===== src/rtl/frame_rdout_sched_pkg.sv =====
// Shared types, sizing and helpers for the frame readout scheduler.
package frame_rdout_sched_pkg;
    localparam int FIFO_DEPTH = 8;
    localparam int FIFO_AW    = 3;
    localparam int CNT_W      = 4;
    localparam int EVT_W      = 12;
    localparam int NSAMP_W    = 7;
    localparam int ENTRY_W    = EVT_W + NSAMP_W;
    localparam int WD_W       = 16;
    localparam int DROP_W     = 8;

    typedef enum logic [1:0] {
        ST_IDLE   = 2'd0,
        ST_LOAD   = 2'd1,
        ST_ACTIVE = 2'd2,
        ST_RETIRE = 2'd3
    } sched_state_e;

    typedef struct packed {
        logic [EVT_W-1:0]   evt_num;
        logic [NSAMP_W-1:0] nsamp;
    } evt_entry_t;

    function automatic logic [1:0] vote2(input logic [1:0] a, input logic [1:0] b,
                                         input logic [1:0] c);
        return (a & b) | (a & c) | (b & c);
    endfunction

    function automatic logic [NSAMP_W-1:0] last_samp(input logic [NSAMP_W-1:0] n);
        return (n == '0) ? '0 : n - 7'd1;
    endfunction
endpackage


===== src/rtl/frame_rdout_sched_fifo.sv =====
// 8-entry event queue; head is visible on rd_data without a read strobe.
module frame_evt_fifo
    import frame_rdout_sched_pkg::*;
(
    input  logic               clk,
    input  logic               rst,
    input  logic               wr_en,
    input  logic [ENTRY_W-1:0] wr_data,
    input  logic               rd_en,
    output logic [ENTRY_W-1:0] rd_data,
    output logic               full,
    output logic               empty,
    output logic [CNT_W-1:0]   count
);
    logic [ENTRY_W-1:0] mem_q [FIFO_DEPTH];
    logic [ENTRY_W-1:0] mem_d [FIFO_DEPTH];
    logic [FIFO_AW-1:0] wr_ptr_q, wr_ptr_d, rd_ptr_q, rd_ptr_d;
    logic [CNT_W-1:0]   count_q, count_d;
    logic               push, pop;

    assign full    = (count_q == CNT_W'(FIFO_DEPTH));
    assign empty   = (count_q == '0);
    assign count   = count_q;
    assign rd_data = mem_q[rd_ptr_q];
    // A full queue still takes a write when the head leaves on the same edge.
    assign pop     = rd_en && !empty;
    assign push    = wr_en && (!full || pop);

    always_comb begin
        mem_d    = mem_q;
        wr_ptr_d = wr_ptr_q;
        rd_ptr_d = rd_ptr_q;
        count_d  = count_q;
        if (push) begin
            mem_d[wr_ptr_q] = wr_data;
            wr_ptr_d        = wr_ptr_q + 1'b1;
        end
        if (pop) rd_ptr_d = rd_ptr_q + 1'b1;
        case ({push, pop})
            2'b10:   count_d = count_q + 1'b1;
            2'b01:   count_d = count_q - 1'b1;
            default: count_d = count_q;
        endcase
    end

    always_ff @(posedge clk or posedge rst) begin
        if (rst) begin
            for (int i = 0; i < FIFO_DEPTH; i++) mem_q[i] <= '0;
            wr_ptr_q <= '0;
            rd_ptr_q <= '0;
            count_q  <= '0;
        end else begin
            mem_q    <= mem_d;
            wr_ptr_q <= wr_ptr_d;
            rd_ptr_q <= rd_ptr_d;
            count_q  <= count_d;
        end
    end
endmodule


===== src/rtl/frame_rdout_sched.sv =====
// Queues accepted triggers and presents them one at a time to the frame sequencer.
//   state  | meaning
//   IDLE   | buffer empty to sequencer, pop head when queue non-empty
//   LOAD   | publish popped event, drop L1A_BUF_MT
//   ACTIVE | event presented, wait for LAST_WRD, watchdog running
//   RETIRE | one-cycle guard before the next pop
module frame_rdout_sched
    import frame_rdout_sched_pkg::*;
(
    input  logic                CLK,
    input  logic                RST,
    input  logic                L1A_MATCH,
    input  logic [EVT_W-1:0]    L1A_CNT,
    input  logic [NSAMP_W-1:0]  NSAMP,
    input  logic                LAST_WRD,
    input  logic                CLR_STAT,
    output logic                L1A_BUF_MT,
    output logic [NSAMP_W-1:0]  SAMP_MAX,
    output logic [EVT_W-1:0]    EVT_NUM,
    output logic [CNT_W-1:0]    PEND_CNT,
    output logic                OVRFLW,
    output logic [DROP_W-1:0]   DROP_CNT,
    output logic                TMO,
    output logic [1:0]          SCHED_STATE
);
    sched_state_e       state_q [3];
    sched_state_e       state_d, state_v;
    logic               buf_mt_q [3];
    logic               buf_mt_d, buf_mt_v;
    evt_entry_t         head_q, head_d, fifo_rd_data, fifo_wr_data;
    logic [EVT_W-1:0]   evt_num_q, evt_num_d;
    logic [NSAMP_W-1:0] samp_max_q, samp_max_d;
    logic [WD_W-1:0]    wd_q, wd_d;
    logic               tmo_q, tmo_d, ovrflw_q, ovrflw_d;
    logic [DROP_W-1:0]  drop_cnt_q, drop_cnt_d;
    logic               pop, fifo_full, fifo_empty;
    logic [CNT_W-1:0]   fifo_count;

    assign fifo_wr_data = {L1A_CNT, NSAMP};

    frame_evt_fifo u_fifo (
        .clk     (CLK),
        .rst     (RST),
        .wr_en   (L1A_MATCH),
        .wr_data (fifo_wr_data),
        .rd_en   (pop),
        .rd_data (fifo_rd_data),
        .full    (fifo_full),
        .empty   (fifo_empty),
        .count   (fifo_count)
    );

    assign state_v  = sched_state_e'(vote2(state_q[0], state_q[1], state_q[2]));
    assign buf_mt_v = (buf_mt_q[0] & buf_mt_q[1]) | (buf_mt_q[0] & buf_mt_q[2]) |
                      (buf_mt_q[1] & buf_mt_q[2]);

    always_comb begin
        state_d    = state_v;
        buf_mt_d   = buf_mt_v;
        head_d     = head_q;
        evt_num_d  = evt_num_q;
        samp_max_d = samp_max_q;
        wd_d       = wd_q;
        tmo_d      = tmo_q && !CLR_STAT;
        ovrflw_d   = ovrflw_q && !CLR_STAT;
        drop_cnt_d = CLR_STAT ? '0 : drop_cnt_q;
        pop        = 1'b0;
        case (state_v)
            ST_IDLE: begin
                if (!fifo_empty) begin
                    pop     = 1'b1;
                    head_d  = fifo_rd_data;
                    state_d = ST_LOAD;
                end
            end
            ST_LOAD: begin
                evt_num_d  = head_q.evt_num;
                samp_max_d = last_samp(head_q.nsamp);
                buf_mt_d   = 1'b0;
                wd_d       = '0;
                state_d    = ST_ACTIVE;
            end
            ST_ACTIVE: begin
                // Watchdog only flags; the sequencer still owns the retire.
                if (wd_q != '1) begin
                    wd_d = wd_q + 1'b1;
                    if (wd_d == '1) tmo_d = 1'b1;
                end
                if (LAST_WRD) begin
                    buf_mt_d = 1'b1;
                    state_d  = ST_RETIRE;
                end
            end
            ST_RETIRE: state_d = ST_IDLE;
            default:   state_d = ST_IDLE;
        endcase
        if (L1A_MATCH && fifo_full && !pop) begin
            ovrflw_d = 1'b1;
            if (drop_cnt_d != '1) drop_cnt_d = drop_cnt_d + 1'b1;
        end
    end

    always_ff @(posedge CLK or posedge RST) begin
        if (RST) begin
            for (int i = 0; i < 3; i++) begin
                state_q[i]  <= ST_IDLE;
                buf_mt_q[i] <= 1'b1;
            end
            head_q     <= '0;
            evt_num_q  <= '0;
            samp_max_q <= '0;
            wd_q       <= '0;
            tmo_q      <= 1'b0;
            ovrflw_q   <= 1'b0;
            drop_cnt_q <= '0;
        end else begin
            for (int i = 0; i < 3; i++) begin
                state_q[i]  <= state_d;
                buf_mt_q[i] <= buf_mt_d;
            end
            head_q     <= head_d;
            evt_num_q  <= evt_num_d;
            samp_max_q <= samp_max_d;
            wd_q       <= wd_d;
            tmo_q      <= tmo_d;
            ovrflw_q   <= ovrflw_d;
            drop_cnt_q <= drop_cnt_d;
        end
    end

    assign L1A_BUF_MT  = buf_mt_v;
    assign SAMP_MAX    = samp_max_q;
    assign EVT_NUM     = evt_num_q;
    assign PEND_CNT    = fifo_count;
    assign OVRFLW      = ovrflw_q;
    assign DROP_CNT    = drop_cnt_q;
    assign TMO         = tmo_q;
    assign SCHED_STATE = state_v;
endmodule


===== config.mk =====
export PLATFORM = sky130hd
export DESIGN_NAME = frame_rdout_sched
export DESIGN_NICKNAME = d
export VERILOG_FILES = /design/src/rtl/frame_rdout_sched_pkg.sv /design/src/rtl/frame_rdout_sched_fifo.sv /design/src/rtl/frame_rdout_sched.sv
export SDC_FILE = /design/constraint.sdc
export NUM_CORES = 1
export LEC_CHECK = 0
export ABC_AREA = 0
export CORE_ASPECT_RATIO = 0.6
export CORE_MARGIN = 2
export CORE_UTILIZATION = 45
export CTS_CLUSTER_DIAMETER = 50
export DETAILED_ROUTE_END_ITERATION = 8
export GPL_TIMING_DRIVEN = 0
export PLACE_DENSITY = 0.74
export SYNTH_ARGS = -nofsm -noshare
export SYNTH_HDL_FRONTEND = slang
export SYNTH_SLANG_ARGS = --single-unit

===== constraint.sdc =====
create_clock -name CLK -period 7.4 [get_ports CLK]
set_clock_uncertainty 0.2 [all_clocks]
set_input_delay 1.48 -clock CLK [delete_from_list [all_inputs] [get_ports CLK]]
set_output_delay 1.48 -clock CLK [all_outputs]
set_load 0.03 [all_outputs]

==> results.sh, run 1 <==
export IMPL_antenna_left=0
export IMPL_synth_fp_nets=808
export IMPL_hold_viol=0
export IMPL_hpwl_mm=15.7
export IMPL_grt_overflow=0
export IMPL_reg2reg_depth=5
export IMPL_area_growth_pct=17.4
export IMPL_min_period_ns=3.55
export IMPL_r2r_start="u_fifo.rd_ptr_q[1]$_DFFE_PP0P_"
export IMPL_num_nets_final=897
export IMPL_grt_max_degree=43
export IMPL_synth_distinct_cells=62
export IMPL_synth_seq_cells=229
export IMPL_fill_cells=1906
export IMPL_async_flop_share_pct=100
export IMPL_cts_clk_slew_worst_paths_ns=0.06
export IMPL_std_cell_rows=43
export IMPL_min_path_type="flip-flop to flip-flop"
export IMPL_synth_area_leaders="dfrtp_1 54%, mux2_2 16%, mux4_2 8.0%"
export IMPL_yosys_area_top_type="dfrtp_1"
export IMPL_numClockSinks=229
export IMPL_cts_tree="yes"
export IMPL_dr_pass1_iters=5
export IMPL_drtIter0Drc=485
export IMPL_ios=60
export IMPL_synth_edf_count=0
export IMPL_track_usage_pct=19.0
export IMPL_synth_most_common_cell="dfrtp_1"
export IMPL_cp_arrival_ns=3.75
export IMPL_status="completed"
export IMPL_start_util_pct=45.9
export IMPL_core_sq_mm=0.0232
export IMPL_root_buffer="clkbuf_16"
export IMPL_required_ns=7.61
export IMPL_syn_avg_cell_area_sq_um=13.8
export IMPL_cts_repair_resized=0
export IMPL_post_cts_buffers=0
export IMPL_fin_setup_tns_ns=0
export IMPL_min_path_cells=2
export IMPL_design_area_sq_mm=0.0125
export IMPL_rsz0062_at_grt="no"
export IMPL_htree_levels=1
export IMPL_synth_main_ff_cell="dfrtp_1"
export IMPL_power_uw=5510
export IMPL_netlist_area_sq_mm=0.0106
export IMPL_timing_final_crit_share_pct=47.9
export IMPL_p_per_area_mw_per_mm2=441
export IMPL_netlist_area_leader_share_pct=53.6
export IMPL_clk_latency_ns=0.53
export IMPL_grt_first_pass_wirelength_mm=37.2
export IMPL_synthTopCellsByCount="228 x dfrtp_1, 156 x mux2_2, 44 x nand2_1, 41 x o21ai_0, 38 x mux4_2"
export IMPL_num_antenna_cells=0
export IMPL_worstHoldEndpoint="head_q[13]$_DFFE_PP0P_"
export IMPL_die_h_um=123
export IMPL_drt_total_wl_mm=22.9
export IMPL_via_per_inst=5.57
export IMPL_fp_dieArea_sq_mm=0.0249
export IMPL_drv_cap=0
export IMPL_ctsHoldBuffers=0
export IMPL_worstPathMaxFanout=10
export IMPL_setup_viol=0
export IMPL_min_delay_start="head_q[13]$_DFFE_PP0P_"
export IMPL_numCtsBuffers=23
export IMPL_tightest_slew_ns=0.987
export IMPL_io_buffers=58
export IMPL_placed_area_sq_mm=0.0117
export IMPL_r2r_end="head_q[0]$_DFFE_PP0P_"
export IMPL_gp_congestion=0.849
export IMPL_antenna_found_initial=0
export IMPL_path_class="primary input to flip-flop"
export IMPL_finalMaxSlewViolations=0
export IMPL_max_slew_margin_rel_pct=33.3
export IMPL_drcViolationCount=0
export IMPL_die_w_um=203
export IMPL_leakage_uw=0.00530
export IMPL_fmax_mhz=282
export IMPL_syn_inst=771
export IMPL_post_place_ws_ns=3.32
export IMPL_ys_seq_area_share_pct=53.8
export IMPL_setup_ws_ns=3.85
export IMPL_r2r_setup_slack_ns=4.45
export IMPL_start_kind="primary input"
export IMPL_routedWlPerCell_um=19.2
export IMPL_crit_path_end_kind="flip-flop"
export IMPL_cts_buffer_depth=3
export IMPL_peakVddDrop_mv=0.236
export IMPL_layout_drive_gt1_share_pct=32.5
export IMPL_ys_warn_count=0
export IMPL_first_global_vias=6605
export IMPL_vias=6630
-- sequential cells by signal, summed over array words and instances (netlist names) --
name / flops
TMO: 1
state_q: 2
wd_q: 16
SAMP_MAX: 7
buf_mt_q: 1
u_fifo.mem_q: 152
u_fifo.wr_ptr_q: 3
DROP_CNT: 8
OVRFLW: 1
u_fifo.rd_ptr_q: 3
u_fifo.count: 4
EVT_NUM: 12
head_q: 19
-- metrics by stage --
step,hold WS [ns],std cells,util (%)
2_1_floorplan,0.244,771,-
3_3_place_gp,0.259,1144,50.1
3_5_place_dp,0.270,1150,50.7
4_1_cts,0.287,1190,53.9
5_1_grt,0.301,1190,53.9
6_report,0.281,1190,53.9
-- final cells by class --
cell class	instances	area (sq um)	share of cell area, %
tap	315	394	3.15
buffer	43	230	1.84
sequential	229	5730	45.8
multi-input combinational	481	4620	36.9
inverter	18	73.8	0.590
timing repair buffer	64	701	5.60
clock buffer	35	701	5.60
clock inverter	5	55.1	0.440
-- critical path: stages --
cell             delay (ns)
clkdlybuf4s50_1        0.53
o41a_1                 0.21
buf_6                  0.15
inv_4                  0.06
nor4b_1                0.22
buf_2                  0.34
buf_2                  0.37
mux2_2                 0.38
-- worst max-delay path by stage --
stage,startpoint,end,cells past startpoint
after CTS,L1A_MATCH,u_fifo.mem_q[97]$_DFFE_PP0P_,8
after global routing,L1A_MATCH,u_fifo.mem_q[95]$_DFFE_PP0P_,8
after global placement,RST,u_fifo.mem_q[95]$_DFFE_PP0P_,2
after detailed placement,L1A_MATCH,u_fifo.mem_q[100]$_DFFE_PP0P_,8
after floorplan,RST,DROP_CNT[0]$_DFF_PP0_,1
final,L1A_MATCH,u_fifo.mem_q[97]$_DFFE_PP0P_,8
-- routing by layer --
layer / GRT usage, % / up-vias / part of all wire, %
li1: - / 3011 / -
met1: 29.1 / 3443 / 49
met2: 28.2 / 155 / 44
met3: 3.74 / 21 / 5.4
met4: 3.51 / 0 / 1.3
met5: 0 / - / 0
-- cells in the final DEF, fill, tap and decap left out, drive strengths merged, types with 2 or more instances in the layout --
cell / n
a21oi: 17
a31oi: 3
and3: 6
and4: 5
buf: 34
clkbuf: 50
clkdlybuf4s50: 58
clkinv: 5
dfrtp: 228
ha: 13
inv: 17
mux2: 166
mux2i: 21
mux4: 38
nand2: 45
nand2b: 4
nand3: 17
nand3b: 3
nand4: 8
nand4b: 3
nor2: 17
nor2b: 7
nor3: 6
nor4: 6
nor4b: 2
o21ai: 41
o22ai: 2
o2bb2ai: 6
o31ai: 2
or3: 2
xnor2: 15
xor2: 8
-- logic make-up after synthesis --
group	after synthesis	synth area share, %
flops	229	53.8
mux	225	27.9
simple gates	135	7.13
compound gates	85	4.88
buf+inv	61	2.82
xor+xnor	23	1.89
fa+ha+maj	13	1.53
-- power breakdown --
| part | internal, uW | total, uW | switching, uW | leakage [uW] |
|---|---|---|---|---|
| Combinational | 1160 | 2220 | 1060 | 0.00211 |
| Clock | 659 | 1150 | 488 | 0.000374 |
| Sequential | 1820 | 2140 | 322 | 0.00282 |
| Total | 3640 | 5510 | 1870 | 0.00530 |
Note: power is estimated with default switching activity, not from simulation.
==> inputs of run 2 (changes only) <==
PLACE_DENSITY = 0.72   (was 0.74)
clock period = 3.57 ns   (was 7.4 ns; I/O delays follow)
==> results.sh, run 2 (synthesized netlist as in run 1, its figures left out) <==
export IMPL_p_per_area_mw_per_mm2=910
export IMPL_die_h_um=123
export IMPL_path_cells="clkbuf_1 -> clkbuf_1 -> mux4_2 -> mux2i_1 -> o21ai_0"
export IMPL_whs_ns=0.256
export IMPL_ios=60
export IMPL_grt_overflow=0
export IMPL_route_met3_wl_mm=1.17
export IMPL_fmax_mhz=345
export IMPL_core_sq_mm=0.0232
export IMPL_cts_clk_slew_worst_paths_ns=0.07
export IMPL_cts_buffer_depth=3
export IMPL_timing_final_crit_share_pct=81.1
export IMPL_clk_latency_ns=0.51
export IMPL_min_delay_start="CLR_STAT"
export IMPL_fp_dieArea_sq_mm=0.0249
export IMPL_htree_levels=1
export IMPL_drt_total_wl_mm=22.5
export IMPL_design_area_sq_mm=0.0124
export IMPL_status="completed"
export IMPL_drtIter0Drc=444
export IMPL_grt_first_pass_wirelength_mm=36.4
export IMPL_wl_met1_mm=11.7
export IMPL_crit_path_end_kind="flip-flop"
export IMPL_start_util_pct=45.9
export IMPL_tightest_slew_ns=0.979
export IMPL_grt_max_degree=43
export IMPL_std_cell_rows=43
export IMPL_routedWlPerCell_um=19.0
export IMPL_critical_path_top_delay_family="buffers and inverters"
export IMPL_max_slew_margin_rel_pct=33.9
export IMPL_track_usage_pct=18.6
export IMPL_via_per_inst=5.52
export IMPL_regMostFlops="u_fifo.mem_q"
export IMPL_start_kind="flip-flop"
export IMPL_hold_viol=0
export IMPL_min_period_ns=2.89
export IMPL_root_buffer="clkbuf_16"
export IMPL_numCtsBuffers=23
export IMPL_r2r_start="u_fifo.rd_ptr_q[1]$_DFFE_PP0P_"
export IMPL_peakVddDrop_mv=0.439
export IMPL_slowest_stage="clkbuf_1"
export IMPL_crit_path_frequent_cell="clkbuf_1"
export IMPL_first_global_vias=6428
export IMPL_min_path_type="primary input to flip-flop"
export IMPL_numClockSinks=229
export IMPL_maxUsedRoutingLayer="met4"
export IMPL_area_growth_pct=16.7
export IMPL_top_regs="u_fifo.mem_q (152), head_q (19), wd_q (16)"
export IMPL_num_antenna_cells=0
export IMPL_rsz0062_at_grt="no"
export IMPL_ctsHoldBuffers=0
export IMPL_layout_drive_gt1_share_pct=32.2
export IMPL_drcViolationCount=0
export IMPL_final_common_cell="dfrtp_1"
export IMPL_die_w_um=203
export IMPL_io_buffers=58
export IMPL_dr_pass1_iters=7
export IMPL_setup_viol=0
export IMPL_drv_cap=0
export IMPL_vias=6565
export IMPL_worstPathMaxFanout=10
export IMPL_gp_congestion=0.895
export IMPL_required_ns=3.74
export IMPL_dr_wl_met2_mm=9.38
export IMPL_largest_reg_flops=152
export IMPL_num_nets_final=896
export IMPL_cts_tree="yes"
export IMPL_antenna_left=0
export IMPL_critPathMaxStageDelay_ns=0.65
export IMPL_critPathLaunch="u_fifo.rd_ptr_q[1]$_DFFE_PP0P_"
export IMPL_placed_area_sq_mm=0.0117
export IMPL_crit_buf_inv=2
export IMPL_hpwl_mm=15.3
export IMPL_finalMaxSlewViolations=0
export IMPL_cts_repair_resized=0
export IMPL_leakage_uw=0.00527
export IMPL_final_cell_mix="228 x dfrtp_1, 156 x mux2_2, 58 x clkdlybuf4s50_1, 44 x nand2_1, 41 x o21ai_0"
export IMPL_cp_arrival_ns=3.06
export IMPL_path_class="flip-flop to flip-flop"
export IMPL_antenna_found_initial=0
export IMPL_post_cts_buffers=0
[run 2: changes by cell type in the layout (fill, tap and decap cells not counted), sizes merged]
cell    previous run  this run
clkbuf            50        48
buf               34        33
inv               17        18
clkinv             5         6
[run 2: worst register-to-register path: stages, from the launching register on]
cell and delay (ns):
dfrtp_1 0.41, clkbuf_1 0.64, clkbuf_1 0.65, mux4_2 0.44
mux2i_1 0.29, o21ai_0 0.13
[run 2: layer usage]
metal  vias to the layer above  GRT usage [%]
met3                        25           3.85
met4                         0           3.38
met1                      3366           29.2
met5                         -              0
met2                       165           26.7
li1                       3009              -
[run 2: through the flow]
stage | TNS (ns) | power (uW) | utilization, % | setup slack, ns | instances
after floorplan | -76.87 | 7700 | - | -0.337 | 771
after global placement | -478.51 | 8890 | 50.1 | -2.11 | 1144
after detailed placement | 0 | 9050 | 50.6 | 0.260 | 1149
after CTS | 0 | 11400 | 53.6 | 0.681 | 1189
after global routing | 0 | 12000 | 53.6 | 0.459 | 1189
final | 0 | 11300 | 53.6 | 0.676 | 1189
[run 2: path summary, 6_finish.rpt]
kind / endpoint / slack (ns) / cells after the start
setup / recovery: head_q[7]$_DFFE_PP0P_ / 0.68 / 5
hold / removal: DROP_CNT[3]$_DFF_PP0_ / 0.26 / 2
setup reg to reg: head_q[7]$_DFFE_PP0P_ / 0.68 / 5
hold reg to reg: head_q[16]$_DFFE_PP0P_ / 0.28 / 2
max in group asynchronous: head_q[8]$_DFFE_PP0P_ / 1.50 / 5
min in group asynchronous: wd_q[1]$_DFFE_PP0P_ / 0.48 / 2
[run 2: final cells by class]
type                    count  area [sq um]
inverters                  18          73.8
well taps                 315           394
clock buffers              33           653
repair buffers             63           681
fillers                  1946         10800
plain buffers              43           230
flip-flops and latches    229          5730
multi-input cells         481          4620
clock inverters             7          46.3
[run 2: power breakdown]
| part | switching [uW] | total [uW] | internal [uW] | leakage (uW) |
|---|---|---|---|---|
| registers | 657 | 4430 | 3770 | 0.00282 |
| clock network | 1010 | 2290 | 1280 | 0.000348 |
| logic | 2190 | 4590 | 2400 | 0.00210 |
==> inputs of run 3 (changes only) <==
clock period = 3.02 ns   (was 3.57 ns; I/O delays follow)
==> results.sh, run 3 (synthesized netlist as in run 1, its figures left out) <==
export IMPL_root_buffer="clkbuf_16"
export IMPL_hpwl_mm=15.3
export IMPL_clk_latency_ns=0.51
export IMPL_fin_setup_tns_ns=0
export IMPL_status="completed"
export IMPL_final_common_cell="dfrtp_1"
export IMPL_routedWlPerCell_um=19.0
export IMPL_required_ns=3.21
export IMPL_critPathMaxStageDelay_ns=0.47
export IMPL_top_regs="u_fifo.mem_q (152), head_q (19), wd_q (16)"
export IMPL_layout_drive_gt1_share_pct=32.5
export IMPL_cts_clk_slew_worst_paths_ns=0.07
export IMPL_dr_pass1_iters=5
export IMPL_antenna_found_initial=0
export IMPL_numClockSinks=229
export IMPL_fill_cells=1951
export IMPL_seq_power_share_pct=39.2
export IMPL_fmax_mhz=351
export IMPL_rsz0062_at_grt="no"
export IMPL_die_w_um=203
export IMPL_setup_viol=0
export IMPL_start_util_pct=45.9
export IMPL_peakVddDrop_mv=0.519
export IMPL_placed_cells=1149
export IMPL_core_sq_mm=0.0232
export IMPL_use_met2_pct=26.7
export IMPL_ios=60
export IMPL_grt_overflow=0
export IMPL_p_int_uw=8820
export IMPL_regMostFlops="u_fifo.mem_q"
export IMPL_pwr_share_comb_pct=40.7
export IMPL_min_period_ns=2.85
export IMPL_clkPwrFrac_pct=20.2
export IMPL_max_slew_margin_rel_pct=33.9
export IMPL_largest_reg_flops=152
export IMPL_gp_congestion=0.895
export IMPL_min_path_type="primary input to flip-flop"
export IMPL_leakage_uw=0.00527
export IMPL_gr_max_usage_layer="met1"
export IMPL_finalMaxSlewViolations=0
export IMPL_hold_viol=0
export IMPL_cts_buffer_depth=3
export IMPL_use_met3_pct=3.85
export IMPL_num_antenna_cells=0
export IMPL_htree_levels=1
export IMPL_drtIter0Drc=475
export IMPL_ctsHoldBuffers=0
export IMPL_p_switching_uw=4560
export IMPL_cp_arrival_ns=3.04
export IMPL_grt_util_met1_pct=29.2
export IMPL_area_growth_pct=16.8
export IMPL_drt_total_wl_mm=22.5
export IMPL_multiInputGateArea_sq_mm=0.00462
export IMPL_swShare_pct=34.1
export IMPL_grt_max_degree=43
export IMPL_drv_cap=0
export IMPL_vias=6568
export IMPL_num_nets_final=896
export IMPL_fp_dieArea_sq_mm=0.0249
export IMPL_slowest_stage="nand4_1"
export IMPL_final_cell_mix="228 x dfrtp_1, 156 x mux2_2, 58 x clkdlybuf4s50_1, 44 x nand2_1, 41 x o21ai_0"
export IMPL_tightest_slew_ns=0.979
export IMPL_via_per_inst=5.52
export IMPL_antenna_left=0
export IMPL_die_h_um=123
export IMPL_power_uw=13400
export IMPL_track_usage_pct=18.6
export IMPL_crit_path_end_kind="flip-flop"
export IMPL_cts_tree="yes"
export IMPL_path_class="flip-flop to flip-flop"
export IMPL_drcViolationCount=0
export IMPL_final_cell_count_no_fill=1189
export IMPL_std_cell_rows=43
export IMPL_timing_final_crit_share_pct=94.3
export IMPL_p_per_area_mw_per_mm2=1080
export IMPL_worstPathMaxFanout=10
export IMPL_io_buffers=58
export IMPL_numCtsBuffers=23
export IMPL_seq_area_sq_mm=0.00573
export IMPL_first_global_vias=6428
export IMPL_start_kind="flip-flop"
export IMPL_grt_first_pass_wirelength_mm=36.4
export IMPL_path_cells="inv_1 -> ha_1 -> nand2b_1 -> o41a_1 -> buf_6 -> nand4_1 -> buf_4 -> mux2_2"
## run 3: worst paths after layout
kind                                             start                      endpoint  slack (ns)  cells after the start
min in group asynchronous                          RST           wd_q[1]$_DFFE_PP0P_        0.37                      2
worst min-delay path                          CLR_STAT         DROP_CNT[3]$_DFF_PP0_        0.15                      2
worst max register to register  state_q[0]$_DFFE_PP0P_   u_fifo.mem_q[3]$_DFFE_PP0P_        0.17                      8
worst max-delay path            state_q[0]$_DFFE_PP0P_   u_fifo.mem_q[3]$_DFFE_PP0P_        0.17                      8
worst min register to register  head_q[16]$_DFFE_PP0P_        head_q[16]$_DFFE_PP0P_        0.28                      2
max in group asynchronous                          RST  u_fifo.mem_q[28]$_DFFE_PP0P_        1.06                      5
## run 3: what timing repair did
item / CTS / global route
buffers inserted: 0 / 0
gates resized for setup: 0 / 7
setup endpoints to repair: 0 / 19
## run 3: metal layers
metal / routed length [um] / up-vias
met2: 9420 / 151
met3: 1160 / 26
met4: 321 / 0
li1: - / 3006
met5: 0 / -
met1: 11700 / 3385
## run 3: cell type report
cell class / count / share of cell area, %
plain buffers: 43 / 1.92
clock buffers: 33 / 5.25
clock inverters: 7 / 0.372
inverters: 18 / 0.593
multi-input cells: 481 / 37.2
flip-flops and latches: 229 / 46.1
well taps: 315 / 3.17
repair buffers: 63 / 5.47
## run 3: through the flow
| step | hold slack, ns | setup WS (ns) | instance area [sq um] | util, % |
|---|---|---|---|---|
| final | 0.149 | 0.174 | 12400 | 53.7 |
| after global routing | 0.155 | 0.0262 | 12400 | 53.7 |
| after CTS | 0.137 | 0.131 | 12400 | 53.6 |
| after detailed placement | 0.266 | -0.180 | 11700 | 50.6 |
| after global placement | 0.258 | -2.55 | 11600 | 50.1 |
| after floorplan | 0.244 | -0.777 | 10700 | - |
## run 3: power by group through the flow
stage | Combinational [uW] | Sequential, uW | Clock, uW
finish | 5440 | 5240 | 2700
global route | 5910 | 5410 | 2860
CTS | 5470 | 5230 | 2750
detailed placement | 5440 | 5270 | 0
global placement | 5290 | 5230 | 0
floorplan | 3780 | 5330 | 0
## run 3: worst max-delay path, delay by kind of cell, from the launching register on
kind                     cells  cell delay (ns)
multiplexers                 1             0.35
AND/OR/NAND/NOR              2             0.62
flip-flops                   1             0.40
adder cells (fa/ha/maj)      1             0.24
AO/OA/AOI/OAI                1             0.32
buffers and inverters        3             0.59
